**src/rtl/uio_serial_tx_pkg.sv**
```systemverilog
// Shared types and constants for the uio serial transmitter.
// Optional feature macro: UIO_SERIAL_TX_PARITY_EN (adds an even-parity bit).
package uio_serial_tx_pkg;

  typedef enum logic [2:0] {
    ST_IDLE   = 3'd0,
    ST_START  = 3'd1,
    ST_DATA   = 3'd2,
`ifdef UIO_SERIAL_TX_PARITY_EN
    ST_PARITY = 3'd3,
`endif
    ST_STOP   = 3'd4
  } tx_state_e;

  localparam int         TX_LINE_BIT  = 0;
  localparam int         TX_FRAME_BIT = 1;
  localparam logic [7:0] UIO_OE_MASK  = 8'h03;
  localparam logic       LINE_IDLE    = 1'b1;

endpackage

```
**src/rtl/uio_serial_tx_baud.sv**
```systemverilog
// Bit-period down-counter: counts CLKS_PER_BIT-1 to 0, reloads on each
// bit boundary, and is force-loaded when a new frame is accepted.
module uio_serial_tx_baud #(
  parameter int CLKS_PER_BIT = 4
) (
  input  logic clk,
  input  logic rst,
  input  logic load,
  output logic bit_tick
);

  localparam logic [7:0] RELOAD = 8'(CLKS_PER_BIT - 1);

  logic [7:0] cnt_q;

  // Count down one bit period; a load or terminal count restarts the period.
  always_ff @(posedge clk) begin
    if (rst || load) begin
      cnt_q <= RELOAD;
    end else if (cnt_q == 8'd0) begin
      cnt_q <= RELOAD;
    end else begin
      cnt_q <= cnt_q - 8'd1;
    end
  end

  assign bit_tick = (cnt_q == 8'd0);

endmodule

```
**src/rtl/uio_serial_tx.sv**
```systemverilog
// Byte-wide serial transmitter onto the uio pin bank: start bit, 8 data bits
// LSB first, optional even parity, stop bit. uio[0] is the line, uio[1] the
// frame indicator. Optional feature macro: UIO_SERIAL_TX_PARITY_EN.
module uio_serial_tx
  import uio_serial_tx_pkg::*;
#(
  parameter int CLKS_PER_BIT = 4
) (
  input  logic       clk,
  input  logic       rst,
  input  logic [7:0] tx_data,
  input  logic       tx_valid,
  output logic       tx_ready,
  output logic       busy,
  output logic [7:0] uio_out,
  output logic [7:0] uio_oe
);

  tx_state_e  state_q, state_d;
  logic [7:0] shift_q, shift_d;
  logic [2:0] idx_q, idx_d;
  logic       par_q, par_d;
  logic       baud_load, bit_tick;
  logic       line_d, frame_d, ready_d;
  logic       line_q, frame_q, ready_q;

  uio_serial_tx_baud #(
    .CLKS_PER_BIT(CLKS_PER_BIT)
  ) u_baud (
    .clk      (clk),
    .rst      (rst),
    .load     (baud_load),
    .bit_tick (bit_tick)
  );

  // State and bit-index registers.
  always_ff @(posedge clk) begin
    if (rst) begin
      state_q <= ST_IDLE;
      idx_q   <= 3'd0;
    end else begin
      state_q <= state_d;
      idx_q   <= idx_d;
    end
  end

  // Captured word and its parity; only meaningful while a frame is in flight.
  always_ff @(posedge clk) begin
    shift_q <= shift_d;
    par_q   <= par_d;
  end

  // Next-state logic: advance one bit per baud tick, accept only in IDLE.
  always_comb begin
    state_d   = state_q;
    shift_d   = shift_q;
    idx_d     = idx_q;
    par_d     = par_q;
    baud_load = 1'b0;
    case (state_q)
      ST_IDLE: begin
        if (tx_valid) begin
          state_d   = ST_START;
          shift_d   = tx_data;
          par_d     = ^tx_data;
          baud_load = 1'b1;
        end
      end
      ST_START: begin
        if (bit_tick) begin
          state_d = ST_DATA;
          idx_d   = 3'd0;
        end
      end
      ST_DATA: begin
        if (bit_tick) begin
          shift_d = shift_q >> 1;
          if (idx_q == 3'd7) begin
`ifdef UIO_SERIAL_TX_PARITY_EN
            state_d = ST_PARITY;
`else
            state_d = ST_STOP;
`endif
          end else begin
            idx_d = idx_q + 3'd1;
          end
        end
      end
`ifdef UIO_SERIAL_TX_PARITY_EN
      ST_PARITY: begin
        if (bit_tick) begin
          state_d = ST_STOP;
        end
      end
`endif
      ST_STOP: begin
        if (bit_tick) begin
          state_d = ST_IDLE;
        end
      end
      default: begin
        state_d = ST_IDLE;
      end
    endcase
  end

  // Output decode from the upcoming state so the pins can be registered.
  always_comb begin
    line_d  = LINE_IDLE;
    frame_d = 1'b1;
    ready_d = 1'b0;
    case (state_d)
      ST_IDLE: begin
        frame_d = 1'b0;
        ready_d = 1'b1;
      end
      ST_START:  line_d = 1'b0;
      ST_DATA:   line_d = shift_d[0];
`ifdef UIO_SERIAL_TX_PARITY_EN
      ST_PARITY: line_d = par_d;
`endif
      default:   line_d = LINE_IDLE;
    endcase
  end

  // Registered pin and handshake outputs.
  always_ff @(posedge clk) begin
    if (rst) begin
      line_q  <= LINE_IDLE;
      frame_q <= 1'b0;
      ready_q <= 1'b1;
    end else begin
      line_q  <= line_d;
      frame_q <= frame_d;
      ready_q <= ready_d;
    end
  end

  // Pack the pin bank; only the line and frame pins are ever driven.
  always_comb begin
    uio_out               = 8'h00;
    uio_out[TX_LINE_BIT]  = line_q;
    uio_out[TX_FRAME_BIT] = frame_q;
  end

  assign uio_oe   = UIO_OE_MASK;
  assign tx_ready = ready_q;
  assign busy     = frame_q;

endmodule

```
**config.mk**
```make
export PLATFORM = sky130hd
export DESIGN_NAME = uio_serial_tx
export DESIGN_NICKNAME = d
export VERILOG_FILES = /design/src/rtl/uio_serial_tx_pkg.sv /design/src/rtl/uio_serial_tx_baud.sv /design/src/rtl/uio_serial_tx.sv
export SDC_FILE = /design/constraint.sdc
export NUM_CORES = 1
export LEC_CHECK = 0
export ABC_CLOCK_PERIOD_IN_PS = 3700
export BUFFER_PORTS_ARGS = -buffer_cell sky130_fd_sc_hd__buf_2
export CORE_MARGIN = 5
export CORE_UTILIZATION = 45
export DETAILED_ROUTE_END_ITERATION = 16
export HOLD_SLACK_MARGIN = 0.12
export PLACE_DENSITY = 0.71
export SETUP_SLACK_MARGIN = 0.2
export SLEW_MARGIN = 5
export SYNTH_ARGS = -nofsm -noshare
export SYNTH_HDL_FRONTEND = slang
export SYNTH_HIERARCHICAL = 1
export SYNTH_SLANG_ARGS = --single-unit
```
**constraint.sdc**
```tcl
create_clock -name clk -period 3.7 [get_ports clk]
set_input_delay 0.37 -clock clk [delete_from_list [all_inputs] [get_ports clk]]
set_output_delay 0.37 -clock clk [all_outputs]
set_load 0.005 [all_outputs]
```
# After elaboration in Yosys (flattened, before gate mapping)
# Index checks and enable logic that the tools add are counted.
# word_totals
regBits	25
input_bits	11
output_inout_bits	18
wordCells	47
# classes
add_sub_neg	2
n_eq_ne	10
mux	18
n_reduce_logical	9
# op_table
operator	count
two-way mux 3 bit	8
two-way mux 8 bit	2
case mux 8 bit (2 select lines)	1
case mux 3 bit (4 select lines)	1
zero test 8 bit	1
!= test 2 bit, second input constant	4
subtractor 8 x 1 -> 8 bit, second input constant	1
== test 3 x 1 -> 1 bit, second input constant	2
== test 3 x 2 -> 1 bit, second input constant	2
== test 3 bit, second input constant	2
zero test 3 bit	2
case mux 3 bit (2 select lines)	1
two-way mux 1 bit	4
AND reduction 4 bit	1
nonzero test 2 bit	2
adder 3 x 1 -> 3 bit, second input constant	1
AND reduction 3 bit	1
case mux 1 bit (2 select lines)	1
OR reduction 2 bit	1
logical OR 1 bit	1

# Logic depth before layout (Yosys ltp)
# Gate-level depths: netlist (run 1).
# logic_depth
depth_word	6
mapped_depth	10
mapped_depth_nobuf	8

# Modules after synthesis
# Netlist (run 1), hierarchy kept.
# by_module_without_submodules
module	n_inst	cells_each	area_each_um2	seq_area_each_um2
uio_serial_tx	1	91	947.2	410.4
uio_serial_tx_baud	1	41	380.4	160.2

# Least setup slack after synthesis (run 1)
# Ideal clock, no wire load.
# synth_path
path_kind	register -> register
from	register u_baud.cnt_q[0]
to	register shift_q[1], enable pin
arrival_ns	1.887
required_time_ns	3.320
slack_ns	1.432
path_stages_with_launch	8
period_less_slack_ns	2.268
cell_sequence	dfxtp_1 inv_1 ha_1 or3b_2 nor2_1 buf_2 mux2i_1 nor3_1
# synth_between
elab_chain_len	3
# synth_lines
element	line_no	source
start, declared	uio_serial_tx_baud.sv:14	logic [7:0] cnt_q;
start signal, assigned	uio_serial_tx_baud.sv:23	cnt_q <= cnt_q - 8'd1;
zero test 8 bit	uio_serial_tx_baud.sv:27	assign bit_tick = (cnt_q == 8'd0);
named net bit_tick	uio_serial_tx.sv:23	logic baud_load, bit_tick;
!= test 2 bit (no line)	-	
AND reduction 3 bit (no line)	-	
end signal, assigned	uio_serial_tx.sv:49	shift_q <= shift_d;
end, declared	uio_serial_tx.sv:20	logic [7:0] shift_q, shift_d;
# The timed path passes the listed nets, and every way through them passes these cells.
# A chain may end at the register's enable or synchronous reset.

# Worst setup path in the final report (run 1)
# layout_path
from	register u_baud.cnt_q[0]
to	register shift_q[6], enable pin
# The elaborated chain is that of the path after synthesis.

==> results.cfg, run 1 <==
[run_status]
status = complete, no violations

[yosys]
synth_warnings = 6
avgSynthCellArea_um2 = 10.06
synth_edf_count = 7
ys_types = 42
synth_cells = 132
synth.cell_area_um2 = 1328
ys_seq_area_share_pct = 42.98
async_reset_ff_share_pct = 0
ys_ff_latch = 25
synthFlopType = dfxtp_1

[timing]
tightest_slew_ps = 936.6
fin_crit_sh_pct = 74.88
tns_ps = 0
grt_setup_unrepaired = no
skew_ps = 3.899
worst_slack_ps = 929.5
setup_viol = 0
max_slew_margin_pct = 37.08
slew_violations = 0
timing_hold_violations_final = 0
finalWorstPathRequiredPeriod_ps = 2770
hold_ws_ps = 317.1
fmax_ghz = 0.3609

[critical_path]
worstSetupEndpointType = flop
cp.required_ps = 3640
cp-startpoint = u_baud/cnt_q[0]
reg2reg_slack_ps = 930
start_kind = flop
r2r-start = u_baud/cnt_q[0]
path_class = reg -> reg
critical_path.max_fanout = 9
arrival_ps = 2710

[layout]
final_cell_mix = 18 x dfxtp_1, 14 x conb_1, 14 x buf_2
nNetsFinal = 158
final_area_um2 = 1365
fillers = 268
drive_above_1_share_pct = 23.24
diodes = 0
syn2layout_area_growth_pct = 2.828
final_common_cell = dfxtp_1
instances_no_fill = 173
final_util_pct = 49.08

[clock_network]
cts_hold_repair.buffers = 0
root_buffer = clkbuf_4
cts_max_level = 1
clk_latency_ps = 300
cts_made_buffers = 3
clock_sinks = 25
ctsResizeCount = 0
tritoncts = yes
cts.reportedPaths.clkPinSlew_ps = 130
cts_buffer_depth = 2
post_cts_buffers = 0

[min_path]
hp-start = tx_data[0]
hold_path_class = in -> reg

[floorplanning]
die_area_um2 = 4136
die_w_um = 64.32
io_pins = 29
row_count = 19
core_um2 = 2781
start_util_pct = 47.73
fp.dieH_um = 64.32

[placement]
dp_hpwl_mm = 1.658
pre_cts_ws_ps = 915.6
gp_congestion = 0.8212
port_buffers = 14
placed_area_um2 = 1339
dpl.cell_count = 169

[grt]
grt_antenna_before_repair = 0
grt_pass1_wl_mm = 3.560
grt_pass1_vias = 828
grt.overflow.total = 0
grt_max_degree = 15
grtUsageTotal_pct = 10.58

[power]
finalPower_mw = 0.4834
irDropWorstVdd_uv = 190.0
p_per_area_nw_per_um2 = 354.1
power_leakage_nw = 0.5757

[routing]
wl_met3_um = 101
m1WireLength_um = 969
ant_nets = 0
vias = 898
drt_wl_total_mm = 2.171
met2_length_mm = 1.069
dr.first_iter.drc_count = 24
drc_errors = 0
top_layer_used = met4
avgRoutedWirePerCell_um = 12.55
vias_per_cell = 5.191
firstDrtPassIters = 4

[job]
drv_cap = 0
==> state kept, by name, indices dropped and copies added (netlist names) <==
| name | count |
|---|---|
| line_q | 1 |
| state_q | 3 |
| shift_q | 8 |
| idx_q | 3 |
| tx_ready | 1 |
| busy | 1 |
| u_baud/cnt_q | 8 |
==> final timing paths <==
| kind | cells after the start | end |
|---|---|---|
| max | 6 | shift_q[6] |
| min | 3 | shift_q[0] |
| max reg2reg | 6 | shift_q[6] |
| min reg2reg | 1 | u_baud/cnt_q[0] |
==> routing by layer <==
| metal | track usage [%] | vias up |
|---|---|---|
| li1 | - | 459 |
| met1 | 12.67 | 422 |
| met2 | 18.16 | 13 |
| met3 | 2.102 | 4 |
| met4 | 4.580 | 0 |
| met5 | 0 | - |
==> kinds of logic after synthesis <==
| logic type | share of synthesized area [%] |
|---|---|
| simple gates | 20.17 |
| compound gates | 15.83 |
| flops | 42.98 |
| buf+inv | 12.44 |
| fa+ha+maj | 3.770 |
| xor+xnor | 1.980 |
| mux | 2.262 |
| other cells | 0.5657 |
==> cells in the mapped netlist (all sizes together), types with 4 or more instances <==
cell	n	area [um2]
nand2	6	22.52
edfxtp	7	210.2
a22o	6	60.06
nor2b	6	37.54
o21ai	7	38.79
nor2	12	45.04
inv	4	15.01
nor3	6	30.03
dfxtp	18	360.4
a22oi	4	35.03
buf	20	146.4
ha	4	50.05
==> final cells by class <==
type	instances	area [um2]	share of cell area, %
tap	31	38.79	2.841
inverter	4	15.01	1.100
multi-input combinational	94	636.9	46.65
clock buffer	4	26.28	1.925
timing repair buffer	15	77.57	5.683
sequential	25	570.5	41.80
==> critical path: stages (launching register included) <==
cell and delay, ps:
dfxtp_1 360, inv_1 90, ha_1 140, or3b_2 500
nor2_1 400, mux2i_1 170, nor3_1 740
==> where the power goes <==
part           switching (mW)  leakage (nW)  internal [mW]
logic                  0.0317         0.344         0.0275
clock network          0.0740        0.0150         0.0420
registers              0.0105         0.216          0.298
total                   0.116         0.576          0.367
Note: power is estimated with default switching activity, not from simulation.
==> run 2, diff against run 1 <==
ABC_AREA = 1   (was not set)
ABC_CLOCK_PERIOD_IN_PS = 2350   (was 3700)
PLACE_DENSITY = 0.73   (was 0.71)
clock period = 2.35 ns   (was 3.7 ns; I/O delays follow)
==> run 2 against run 1 <==
Setup slack got worse by 240 ps. Utilization down 0.70 points. Non-clock buffer count up 1. Sequential share of layout area fell by 2.5 points. Critical path depth grew 5. Largest power group unchanged.
==> results.cfg, run 2 <==
[run_status]
status = complete, no violations

[critical_path]
rr_worst_depth = 11
cp_cell_sequence = inv_1, ha_1, nand3_1, nor2_2, buf_4, nand2_1, nand3_1, o21ai_2, nor2_2, nand2_1, nand2_1
cp_slowest_cell = dfxtp_1
path_class = reg -> reg
cp.required_ps = 2610
cpPeakStageDelay_ps = 330
worstSetupEndpointType = flop
crit_buf_inv = 2
path_delay_family = simple AND/OR/NAND/NOR gates
r2r_end = tx_ready
start_kind = flop
critical_path.max_fanout = 15
arrival_ps = 1920
path_common_cell = nand2_1
r2r-start = u_baud/cnt_q[0]
reg2reg_slack_ps = 690

[yosys]
synth.area.top_cells = dfxtp_1 26%, edfxtp_1 15%, nand2_1 11%, buf_4 8.7%, inv_1 4.9%
synth_edf_count = 7
synth_top_area_share_pct = 26.13
synth.cell_area_um2 = 1379
async_reset_ff_share_pct = 0
synthTopCellsByCount = 40 x nand2_1, 18 x dfxtp_1, 18 x inv_1
synth.most_common_cell = nand2_1
synthFlopType = dfxtp_1
avgSynthCellArea_um2 = 7.924
ys_ff_latch = 25
yosysTopAreaCell = dfxtp_1
ys_seq_area_share_pct = 41.38
synth_cells = 174
synth_warnings = 6
ys_types = 28

[routing]
firstDrtPassIters = 4
drc_errors = 0
vias_per_cell = 4.514
dr.first_iter.drc_count = 23
vias = 1002
avgRoutedWirePerCell_um = 10.00
drt_wl_total_mm = 2.220
ant_nets = 0

[job]
drv_cap = 0

[clock_network]
clock_sinks = 25
tritoncts = yes
cts.reportedPaths.clkPinSlew_ps = 140
cts_max_level = 1
post_cts_buffers = 0
cts_buffer_depth = 2
root_buffer = clkbuf_4
cts_made_buffers = 3
cts_hold_repair.buffers = 0
clk_latency_ps = 310
ctsResizeCount = 0

[power]
p_per_area_nw_per_um2 = 533.1
irDropWorstVdd_uv = 410.0
power_leakage_nw = 0.6809

[layout]
final_common_cell = nand2_1
largestRegisters = shift_q x8, u_baud/cnt_q x8
syn2layout_area_growth_pct = 5.354
nNetsFinal = 205
final_cell_mix = 40 x nand2_1, 18 x inv_1, 18 x dfxtp_1
diodes = 0
final_area_um2 = 1453
drive_above_1_share_pct = 23.28

[timing]
grt_setup_unrepaired = no
timing_hold_violations_final = 0
skew_ps = 8.308
tns_ps = 0
fin_crit_sh_pct = 70.70
setup_viol = 0
fmax_ghz = 0.6019
finalWorstPathRequiredPeriod_ps = 1661
slew_violations = 0
worst_slack_ps = 688.6
hold_ws_ps = 175.1

[grt]
grt_max_degree = 16
grt_pass1_vias = 907
grtUsageMet2_pct = 18.84
grt_antenna_before_repair = 0
use_met3_pct = 2.222
busiest_layer = met2
grt.overflow.total = 0
grt_pass1_wl_mm = 3.870
grtUsageTotal_pct = 11.23
grtUsageMet1_pct = 14.97

[floorplanning]
row_count = 20
fp.dieH_um = 65.36
io_pins = 29
die_area_um2 = 4271
core_um2 = 3003
die_w_um = 65.36
start_util_pct = 45.92

[min_path]
hold_path_end = shift_q[6]
hold_path_class = in -> reg
whs_path_depth = 3
hp-start = tx_data[6]

[placement]
port_buffers = 14
dp_hpwl_mm = 1.742
placed_area_um2 = 1425
gp_congestion = 0.7710
pre_cts_ws_ps = 712.1
## run 2: cell count changes after synthesis, sizes merged, moves of 5 or more
cell	before	now
nand3	0	17
nor2b	6	0
nand2	6	45
inv	4	20
a22o	6	0
nor3	6	1
nor2	12	24
## run 2: worst max path at each step
stage / cells after the start / from / end / slack [ps]
after CTS: 11 / u_baud/cnt_q[0] / tx_ready / 670
after floorplan: 6 / u_baud/cnt_q[0] / shift_q[1] / 300
after detailed placement: 10 / u_baud/cnt_q[0] / busy / 710
after global routing: 11 / u_baud/cnt_q[0] / tx_ready / 510
after global placement: 7 / u_baud/cnt_q[0] / shift_q[3] / 740
final: 11 / u_baud/cnt_q[0] / tx_ready / 690
## run 2: cell families after synthesis
logic type	Yosys count	share of synthesized area (%)
AOI/OAI and AO/OA	12	5.989
xor gates and xnor gates	2	1.271
adders and majority gates	4	3.630
buffers and inverters	37	14.88
DFF	25	41.38
other	2	0.5447
and+or+nand+nor	92	32.30
## run 2: worst reg2reg max path, delay by kind of cell (launching register included)
kind / cells / cell delay, ps
AO/OA/AOI/OAI: 1 / 80
buffers and inverters: 2 / 350
flip-flops: 1 / 330
adder cells (fa/ha/maj): 1 / 170
AND/OR/NAND/NOR: 7 / 690
## run 2: where the power goes
group / total, mW / switching (mW) / internal (mW)
registers: 0.480 / 0.0122 / 0.468
logic: 0.108 / 0.0678 / 0.0401
clock network: 0.186 / 0.123 / 0.0635
total: 0.774 / 0.203 / 0.571
## run 2: final cells by class
| type | count | area, um2 |
|---|---|---|
| Tap cell | 33 | 41.29 |
| Inverter | 20 | 80.08 |
| Sequential cell | 25 | 570.5 |
| Clock inverter | 1 | 5.005 |
| Multi-Input combinational cell | 124 | 648.1 |
| Clock buffer | 3 | 22.52 |
| Fill cell | 315 | 1550 |
| Timing Repair Buffer | 16 | 85.08 |
## run 2: metrics by stage
step / utilization, % / cells / power, mW
after CTS: 48.38 / 222 / 0.7902
after global routing: 48.38 / 222 / 0.8265
after floorplan: - / 186 / 0.5845
after detailed placement: 47.46 / 218 / 0.5980
final: 48.38 / 222 / 0.7743
after global placement: 47.46 / 218 / 0.5972
## run 2: metal layers
metal / vias to the layer above / share of wire [%]
met2: 19 / 47
li1: 548 / -
met3: 0 / 4.7
met5: - / 0
met1: 435 / 48
met4: 0 / 0
==> run 3, diff against run 2 <==
ABC_CLOCK_PERIOD_IN_PS = 1700   (was 2350)
PLACE_DENSITY = 0.71   (was 0.73)
clock period = 1.7 ns   (was 2.35 ns; I/O delays follow)
==> run 3 against run 2 <==
Sequential cell count unchanged. Critical path depth decreased by 5. Clock power up 39%. Sequential power increased by 38%. First-iteration DRC count grew 110%.
==> results.cfg, run 3 (same netlist as run 2, synthesis figures left out) <==
[run_status]
status = complete, no violations

[clock_network]
root_buffer = clkbuf_4
clk_latency_ps = 310
tritoncts = yes
cts.reportedPaths.clkPinSlew_ps = 120
cts_buffer_depth = 2
cts_made_buffers = 3
clock_sinks = 25
cts_max_level = 1

[grt]
grtUsageTotal_pct = 11.74
grt_pass1_wl_mm = 3.981
grt.overflow.total = 0
grt_pass1_vias = 971
grt_max_degree = 14
grt_antenna_before_repair = 0

[timing]
fin_crit_sh_pct = 84.38
slew_violations = 0
finalWorstPathRequiredPeriod_ps = 1434
skew_ps = 9.029
fmax_ghz = 0.6971
tns_ps = 0
timing_hold_violations_final = 0
hold_ws_ps = 129.3
grt_setup_unrepaired = yes
worst_slack_ps = 265.6
setup_viol = 0

[critical_path]
cpPeakStageDelay_ps = 340
endpoint = shift_q[6]
rr_worst_depth = 6
arrival_ps = 1440
cp-startpoint = u_baud/cnt_q[0]
start_kind = flop
worstSetupEndpointType = flop
reg2reg_slack_ps = 270
critical_path.max_fanout = 7
cp_slowest_cell = dfxtp_1
path_class = reg -> reg
r2r_end = shift_q[6]
path_common_cell = inv_2
cp_cell_sequence = inv_2, ha_1, nand3_2, nor2_4, inv_2, o21ai_4
r2r-start = u_baud/cnt_q[0]
cp.required_ps = 1700

[min_path]
hold_path_class = in -> reg
whs_path_depth = 3

[layout]
largestRegisters = shift_q x8, u_baud/cnt_q x8
syn2layout_area_growth_pct = 15.34
final_area_um2 = 1590
nNetsFinal = 216
multi_input_area_um2 = 679.4
fillers = 301
drive_above_1_share_pct = 29.00
regArea_um2 = 579.3
final_cell_mix = 40 x nand2_1, 16 x inv_1, 15 x nor2_1
diodes = 0
final_common_cell = nand2_1

[floorplanning]
die_w_um = 65.36
io_pins = 29
row_count = 20
core_um2 = 3003
die_area_um2 = 4271
start_util_pct = 45.92
fp.dieH_um = 65.36

[job]
drv_cap = 0

[power]
irDropWorstVdd_uv = 422.3
finalPower_mw = 1.098
p_per_area_nw_per_um2 = 690.5
power_leakage_nw = 0.7391

[routing]
drt_wl_total_mm = 2.477
drc_errors = 0
vias_per_cell = 4.712
ant_nets = 0
dr.first_iter.drc_count = 48
avgRoutedWirePerCell_um = 10.63
vias = 1098
firstDrtPassIters = 4

[placement]
placed_area_um2 = 1454
port_buffers = 14
pre_cts_ws_ps = 151.4
dp_hpwl_mm = 1.781
gp_congestion = 0.8271
## run 3: changes by cell type in the layout (fill, tap and decap cells not counted), sizes merged
cell | previous run | this run
buf | 16 | 22
clkbuf | 3 | 4
clkinv | 1 | 0
dlygate4sd3 | 0 | 5
## run 3: worst min-delay path by stage
stage	slack, ps	end	start
2_1_floorplan	230	busy	rst
3_3_place_gp	370	u_baud/cnt_q[0]	u_baud/cnt_q[0]
3_5_place_dp	380	u_baud/cnt_q[0]	u_baud/cnt_q[0]
4_1_cts	130	shift_q[1]	tx_data[1]
5_1_grt	120	shift_q[1]	tx_data[1]
6_report	130	shift_q[2]	tx_data[2]
## run 3: final cells by class
| type | count | area share, % |
|---|---|---|
| multi-input cells | 124 | 42.72 |
| flip-flops and latches | 25 | 36.43 |
| repair buffers | 27 | 11.57 |
| inverters | 20 | 5.035 |
| well taps | 33 | 2.596 |
| clock buffers | 4 | 1.652 |
## run 3: where the power goes
group / total [mW] / leakage, nW / internal (mW) / switching, mW
Combinational: 0.177 / 0.504 / 0.0735 / 0.104
Clock: 0.258 / 0.0150 / 0.0916 / 0.166
Sequential: 0.663 / 0.220 / 0.646 / 0.0171
## run 3: per-layer routing
layer  up-vias  wire length [um]  GRT usage, %
met1       495              1112         14.35
met4         0                15         2.332
met5         -                 0             0
met3         2               109         3.077
met2        25              1239         20.73
li1        576                 -             -
## run 3: what timing repair did
item / 4_1_cts / 5_1_grt
endpoints found under the hold margin: 5 / 0
setup endpoints to repair: 12 / 15
cloned: 0 / 0
gates resized for setup: 1 / 9
buffers inserted: 1 / 4
pin swaps: 3 / 4
hold buffers: 5 / 0
## run 3: through the flow
stage | utilization, % | instances
floorplan | - | 186
CTS | 51.21 | 229
global route | 52.96 | 233
finish | 52.96 | 233
detailed placement | 48.42 | 219
global placement | 48.42 | 219
## run 3: critical path: cells and delay by family (launching register included)
kind	cells	cell delay, ps
AO/OA/AOI/OAI	1	250
adder cells (fa/ha/maj)	1	160
flip-flops	1	340
buffers and inverters	2	160
AND/OR/NAND/NOR	2	210
